File: src/rtl/gsd_div_arbiter.sv
// Round-robin arbiter sharing one Goldschmidt divider among NREQ requesters.
// Optional WAIT watchdog: define GSD_ARB_TIMEOUT_EN (limit set by DIV_TIMEOUT).
module gsd_div_arbiter #(
   parameter int NREQ        = 4,
   parameter int W           = 32,
   parameter int DIV_TIMEOUT = 63
) (
   input  logic            clk,
   input  logic            clrn,
   input  logic [NREQ-1:0] req,
   input  logic [NREQ*W-1:0] req_a,
   input  logic [NREQ*W-1:0] req_b,
   output logic [NREQ-1:0] gnt,
   output logic [NREQ-1:0] rsp_valid,
   output logic [W-1:0]    rsp_q,
   output logic            rsp_err,
   output logic [W-1:0]    div_a,
   output logic [W-1:0]    div_b,
   output logic            div_start,
   input  logic [W-1:0]    div_q,
   input  logic            div_busy,
   input  logic            div_ready,
   output logic            arb_busy
);

   localparam int PW = (NREQ > 1) ? $clog2(NREQ) : 1;

   typedef enum logic [1:0] {
      IDLE,
      ISSUE,
      WAIT,
      DONE
   } state_t;

   state_t          state_q, state_d;
   logic [NREQ-1:0] gnt_q, gnt_d;
   logic [PW-1:0]   ptr_q, ptr_d;
   logic [W-1:0]    div_a_q, div_a_d;
   logic [W-1:0]    div_b_q, div_b_d;
   logic [W-1:0]    rsp_q_q, rsp_q_d;
   logic            rsp_err_q, rsp_err_d;

   logic [W-1:0]    a_arr [NREQ];
   logic [W-1:0]    b_arr [NREQ];
   logic            found;
   logic [PW-1:0]   win;
   logic [PW-1:0]   cand;

   for (genvar g = 0; g < NREQ; g++) begin : g_unpack
      assign a_arr[g] = req_a[g*W +: W];
      assign b_arr[g] = req_b[g*W +: W];
   end

   // Search upward from the slot after the last winner, so it ranks last.
   always_comb begin
      found = 1'b0;
      win   = '0;
      cand  = '0;
      for (int k = 1; k <= NREQ; k++) begin
         cand = PW'((int'(ptr_q) + k) % NREQ);
         if (!found && req[cand]) begin
            found = 1'b1;
            win   = cand;
         end
      end
   end

`ifdef GSD_ARB_TIMEOUT_EN
   localparam int CW = ($clog2(DIV_TIMEOUT + 1) > 6) ?
                       $clog2(DIV_TIMEOUT + 1) : 6;

   logic [CW-1:0] cnt_q, cnt_d;
`else
   logic unused_cfg;
   assign unused_cfg = (DIV_TIMEOUT != 0);
`endif

   always_comb begin
      state_d   = state_q;
      gnt_d     = gnt_q;
      ptr_d     = ptr_q;
      div_a_d   = div_a_q;
      div_b_d   = div_b_q;
      rsp_q_d   = rsp_q_q;
      rsp_err_d = rsp_err_q;
`ifdef GSD_ARB_TIMEOUT_EN
      cnt_d     = cnt_q;
`endif
      unique case (state_q)
         IDLE: begin
            if (found && !div_busy) begin
               gnt_d      = '0;
               gnt_d[win] = 1'b1;
               ptr_d      = win;
               div_a_d    = a_arr[win];
               div_b_d    = b_arr[win];
               if (b_arr[win][W-1]) begin
                  state_d = ISSUE;
               end else begin
                  // Unnormalized divisor: answer directly, skip the divider.
                  state_d   = DONE;
                  rsp_q_d   = '1;
                  rsp_err_d = 1'b1;
               end
            end
         end
         ISSUE: begin
            state_d = WAIT;
`ifdef GSD_ARB_TIMEOUT_EN
            cnt_d   = '0;
`endif
         end
         WAIT: begin
            if (div_ready) begin
               state_d   = DONE;
               rsp_q_d   = div_q;
               rsp_err_d = 1'b0;
            end
`ifdef GSD_ARB_TIMEOUT_EN
            else if (cnt_q == CW'(DIV_TIMEOUT - 1)) begin
               state_d   = DONE;
               rsp_q_d   = '0;
               rsp_err_d = 1'b1;
            end else begin
               cnt_d = cnt_q + 1'b1;
            end
`endif
         end
         DONE: begin
            state_d = IDLE;
            gnt_d   = '0;
         end
      endcase
   end

   always_ff @(posedge clk) begin
      if (!clrn) begin
         state_q   <= IDLE;
         gnt_q     <= '0;
         ptr_q     <= PW'(NREQ - 1);
         div_a_q   <= '0;
         div_b_q   <= '0;
         rsp_q_q   <= '0;
         rsp_err_q <= 1'b0;
      end else begin
         state_q   <= state_d;
         gnt_q     <= gnt_d;
         ptr_q     <= ptr_d;
         div_a_q   <= div_a_d;
         div_b_q   <= div_b_d;
         rsp_q_q   <= rsp_q_d;
         rsp_err_q <= rsp_err_d;
      end
   end

`ifdef GSD_ARB_TIMEOUT_EN
   always_ff @(posedge clk) begin
      if (!clrn) begin
         cnt_q <= '0;
      end else begin
         cnt_q <= cnt_d;
      end
   end
`endif

   assign gnt       = gnt_q;
   assign rsp_valid = (state_q == DONE) ? gnt_q : '0;
   assign rsp_q     = rsp_q_q;
   assign rsp_err   = rsp_err_q;
   assign div_a     = div_a_q;
   assign div_b     = div_b_q;
   assign div_start = (state_q == ISSUE);
   assign arb_busy  = (state_q != IDLE);

endmodule

File: config.mk
export PLATFORM = sky130hd
export DESIGN_NAME = gsd_div_arbiter
export DESIGN_NICKNAME = d
export VERILOG_FILES = /design/src/rtl/gsd_div_arbiter.sv
export SDC_FILE = /design/constraint.sdc
export NUM_CORES = 1
export LEC_CHECK = 0
export ABC_AREA = 1
export BUFFER_PORTS_ARGS = -buffer_cell sky130_fd_sc_hd__buf_2
export CORE_AREA = 8 8 152 154
export CTS_BUF_LIST = sky130_fd_sc_hd__clkbuf_4 sky130_fd_sc_hd__clkbuf_8
export CTS_CLUSTER_DIAMETER = 150
export DETAILED_ROUTE_END_ITERATION = 6
export DIE_AREA = 0 0 160 162
export PLACE_DENSITY_LB_ADDON = 0.05
export SYNTH_ARGS = -nofsm -noshare
export SYNTH_HDL_FRONTEND = slang
export SYNTH_SLANG_ARGS = --single-unit
File: constraint.sdc
create_clock -name clk -period 2 [get_ports clk]
set_input_delay 0.6 -clock clk [delete_from_list [all_inputs] [get_ports clk]]
set_output_delay 0.6 -clock clk [all_outputs]
set_load 0.01 [all_outputs]
==> results.md <==
- Maxcap violations: 0
- Post-layout util: 50.6%
- Final period utilization: 111%
- Layout cells sized above 1: 46.0%
- Mean Syn Cell Area: 5.93 um2
- DRT iter0 DRCs: 364
- Root Driver: clkbuf_8
- Post-Place Worst Slack: -0.454 ns
- Crit path max-delay family: simple AND/OR/NAND/NOR gates
- Warnings, synthesis: 0
- Critical Path Start Type: register
- First-pass GRT wire length: 44.8 mm
- Core ar.: 0.0207 mm2
- Worst hold slack: 0.497 ns
- Unrepaired setup endpoints after global routing: true
- Post-synth top flop: dfxtp_1
- Post-synth EDFFs: 0
- Via density per instance: 4.58
- Largest net degree at the start of global routing: 47
- Finished Layout Cells: 1,790
- Final hold vios: 0
- HPWL after DPL: 22.8 mm
- FILL cells: 2,277
- Rows: 53
- Async SR Flop Fraction: 0%
- LEAKAGE: 5.64 nW
- Vias in the first global route: 8,018
- Initial DRT Pass Iterations: 4
- Final setup viols: 102
- Cell mode on critical path: nand2_4
- Count leader, synth: nand2_1
- Average wire per standard cell: 17.2 um
- Failing checks: negative setup slack
- R2R Setup Slk: -0.22 ns
- Clock Pin Slew Worst Setup and Hold Paths: 0.11 ns
- Initial antenna violation count: 4
- Starting Density: 30.7%
- Crit-path max cell delay: 0.39 ns
- Placed cell count: 1,744
- IO Port Bufs: 402
- Synthesized area: 0.00635 mm2
- Hold Path Class: register to register
- Final WL: 30.8 mm
- Max Clock Freq: 450 MHz
- Post-route ant nets: 0
- Yosys top cell area share: 33.1%
- Required time of the critical path: 2.27 ns
- Syn_nets: 1,371
- CP max stage cell: dfxtp_4
- Commonest cells in the synthesized netlist: nand2_1, nor2_1, dfxtp_1
- H-Tree Depth: 3
- Synth top area cells: dfxtp_1, nand2_1, nor2_1
- Full die area: 0.0259 mm2
- All-Layer GR Usage: 21.6%
- Final Slew Violations: 0
- Status: finished, violations left
- Placer Congestion: 0.903
- Total number of vias: 8,196
- Slew HR: 70.3%
- Synth unique cells: 28
- Crit-path max FO: 7
- Placed instance area: 0.00910 mm2
- Power per cell area: 2120 mW/mm2
- Bufs and invs on worst path: 2
- Die Y: 162 um
- Crit end category: register
- Area Overhead vs Synth: 64.9%
- GRT overflow: 0
- TritonCTS clock tree: done
- Worst Setup Path Type: register to register
- Number of remaining DRC errors: 0
- Worst-path cell chain: buf_8, nand2_4, nand2_4, nand2_4, nand2_4, nand2_4, nand2_4, nor2_4, nand2_4, nand2_4, nand2_1, nand2_1, nand2_2, nand2_4, nand2_8, nand2_8, clkbuf_16, nand2_2, nand2_1, nor2_1
- Clock sink total: 105
- CP arrival: 2.49 ns
- Sequential-to-total area share from yosys stat: 33.1%
- Clk Latency, worst-skew pair: 0.38 ns
- Die width: 160 um
- Layout Nets: 1,807
- Total power: 22.2 mW
- Top Ports: 403
- Num CTS Buffers: 9
- Minimum clock period: 2.22 ns
- Post-route setup TNS: -15.52 ns
- CTS Buffer Depth: 2
- Post-Synthesis Cells: 1,070
- Worst vdd ir: 881 uV
- Slew @ Worst Pin: 0.441 ns
- Synth area leader: dfxtp_1
- Synth Register Bits: 105
- Final Worst Setup Slack: -0.220 ns
- Clk_skew: 0.00938 ns
- Final Cell Area: 0.0105 mm2
==> what timing repair did <==
item                                    in CTS  in global routing
buffers inserted                             7                  4
resized for setup                           69                150
pin swaps                                    5                 40
endpoints found under the setup margin     106                109
gates cloned                                 4                 11
hold buffers                                 0                  0
==> state kept, by name (all words and copies together), names as in the netlist <==
register / count
div_a: 32
div_b: 32
gnt: 4
ptr_q: 2
rsp_err: 1
rsp_q: 32
state_q: 2
==> final timing paths <==
kind	cells past startpoint	to	startpoint
max	20	rsp_q[15]	ptr_q[0]
min	2	rsp_err	rsp_err
max reg2reg	20	rsp_q[15]	ptr_q[0]
min reg2reg	2	rsp_err	rsp_err
==> layout by cell type (no fill, tap or decap), drive strengths merged <==
| cell | instances |
|---|---|
| or2 | 32 |
| buf | 479 |
| dfxtp | 105 |
| a211oi | 1 |
| diode | 4 |
| o21bai | 18 |
| o31ai | 1 |
| ha | 5 |
| nand3 | 88 |
| nor3 | 2 |
| clkbuf | 17 |
| o21a | 4 |
| nand2 | 445 |
| o21ai | 70 |
| clkinvlp | 1 |
| clkinv | 3 |
| inv | 73 |
| a21oi | 11 |
| nor2 | 156 |
==> routing by layer <==
layer	vias to the layer above	track usage (%)	routed length (um)
met3	30	6.35	2190
li1	4188	-	-
met5	-	0	8
met1	3692	24.6	12300
met2	284	38.3	15700
met4	2	6.75	534
==> worst register-to-register path, delay by kind of cell, from the launching register on <==
family	cells	cell delay, ns
buf+inv	2	0.32
flops	1	0.39
simple gates	18	1.42
==> cell families (layout without fill, tap and decap cells) <==
kind of cell    count (synthesis)  after routing  synth area share (%)
compound gates                105            105                  9.36
fa+ha+maj                       5              5                 0.986
buf+inv                       133            573                  9.86
flops                         105            105                  33.1
other cells                     0              4                     0
simple gates                  722            723                  46.7
==> final cells by class <==
type                       count  area [um2]  area share, %
multi-input combinational    833        4320           41.3
timing repair buffer         487        3220           30.8
sequential                   105        2110           20.2
tap                          275         344           3.29
inverter                      70         273           2.61
clock buffer                   9         124           1.18
clock inverter                 7        52.6          0.502
antenna                        4        10.0         0.0957
==> report_power, final <==
| part | switching, mW | internal, mW |
|---|---|---|
| Combinational | 9.71 | 7.70 |
| Sequential | 0.464 | 3.00 |
| Clock | 0.825 | 0.466 |
Power figures use the tool's default switching activity.
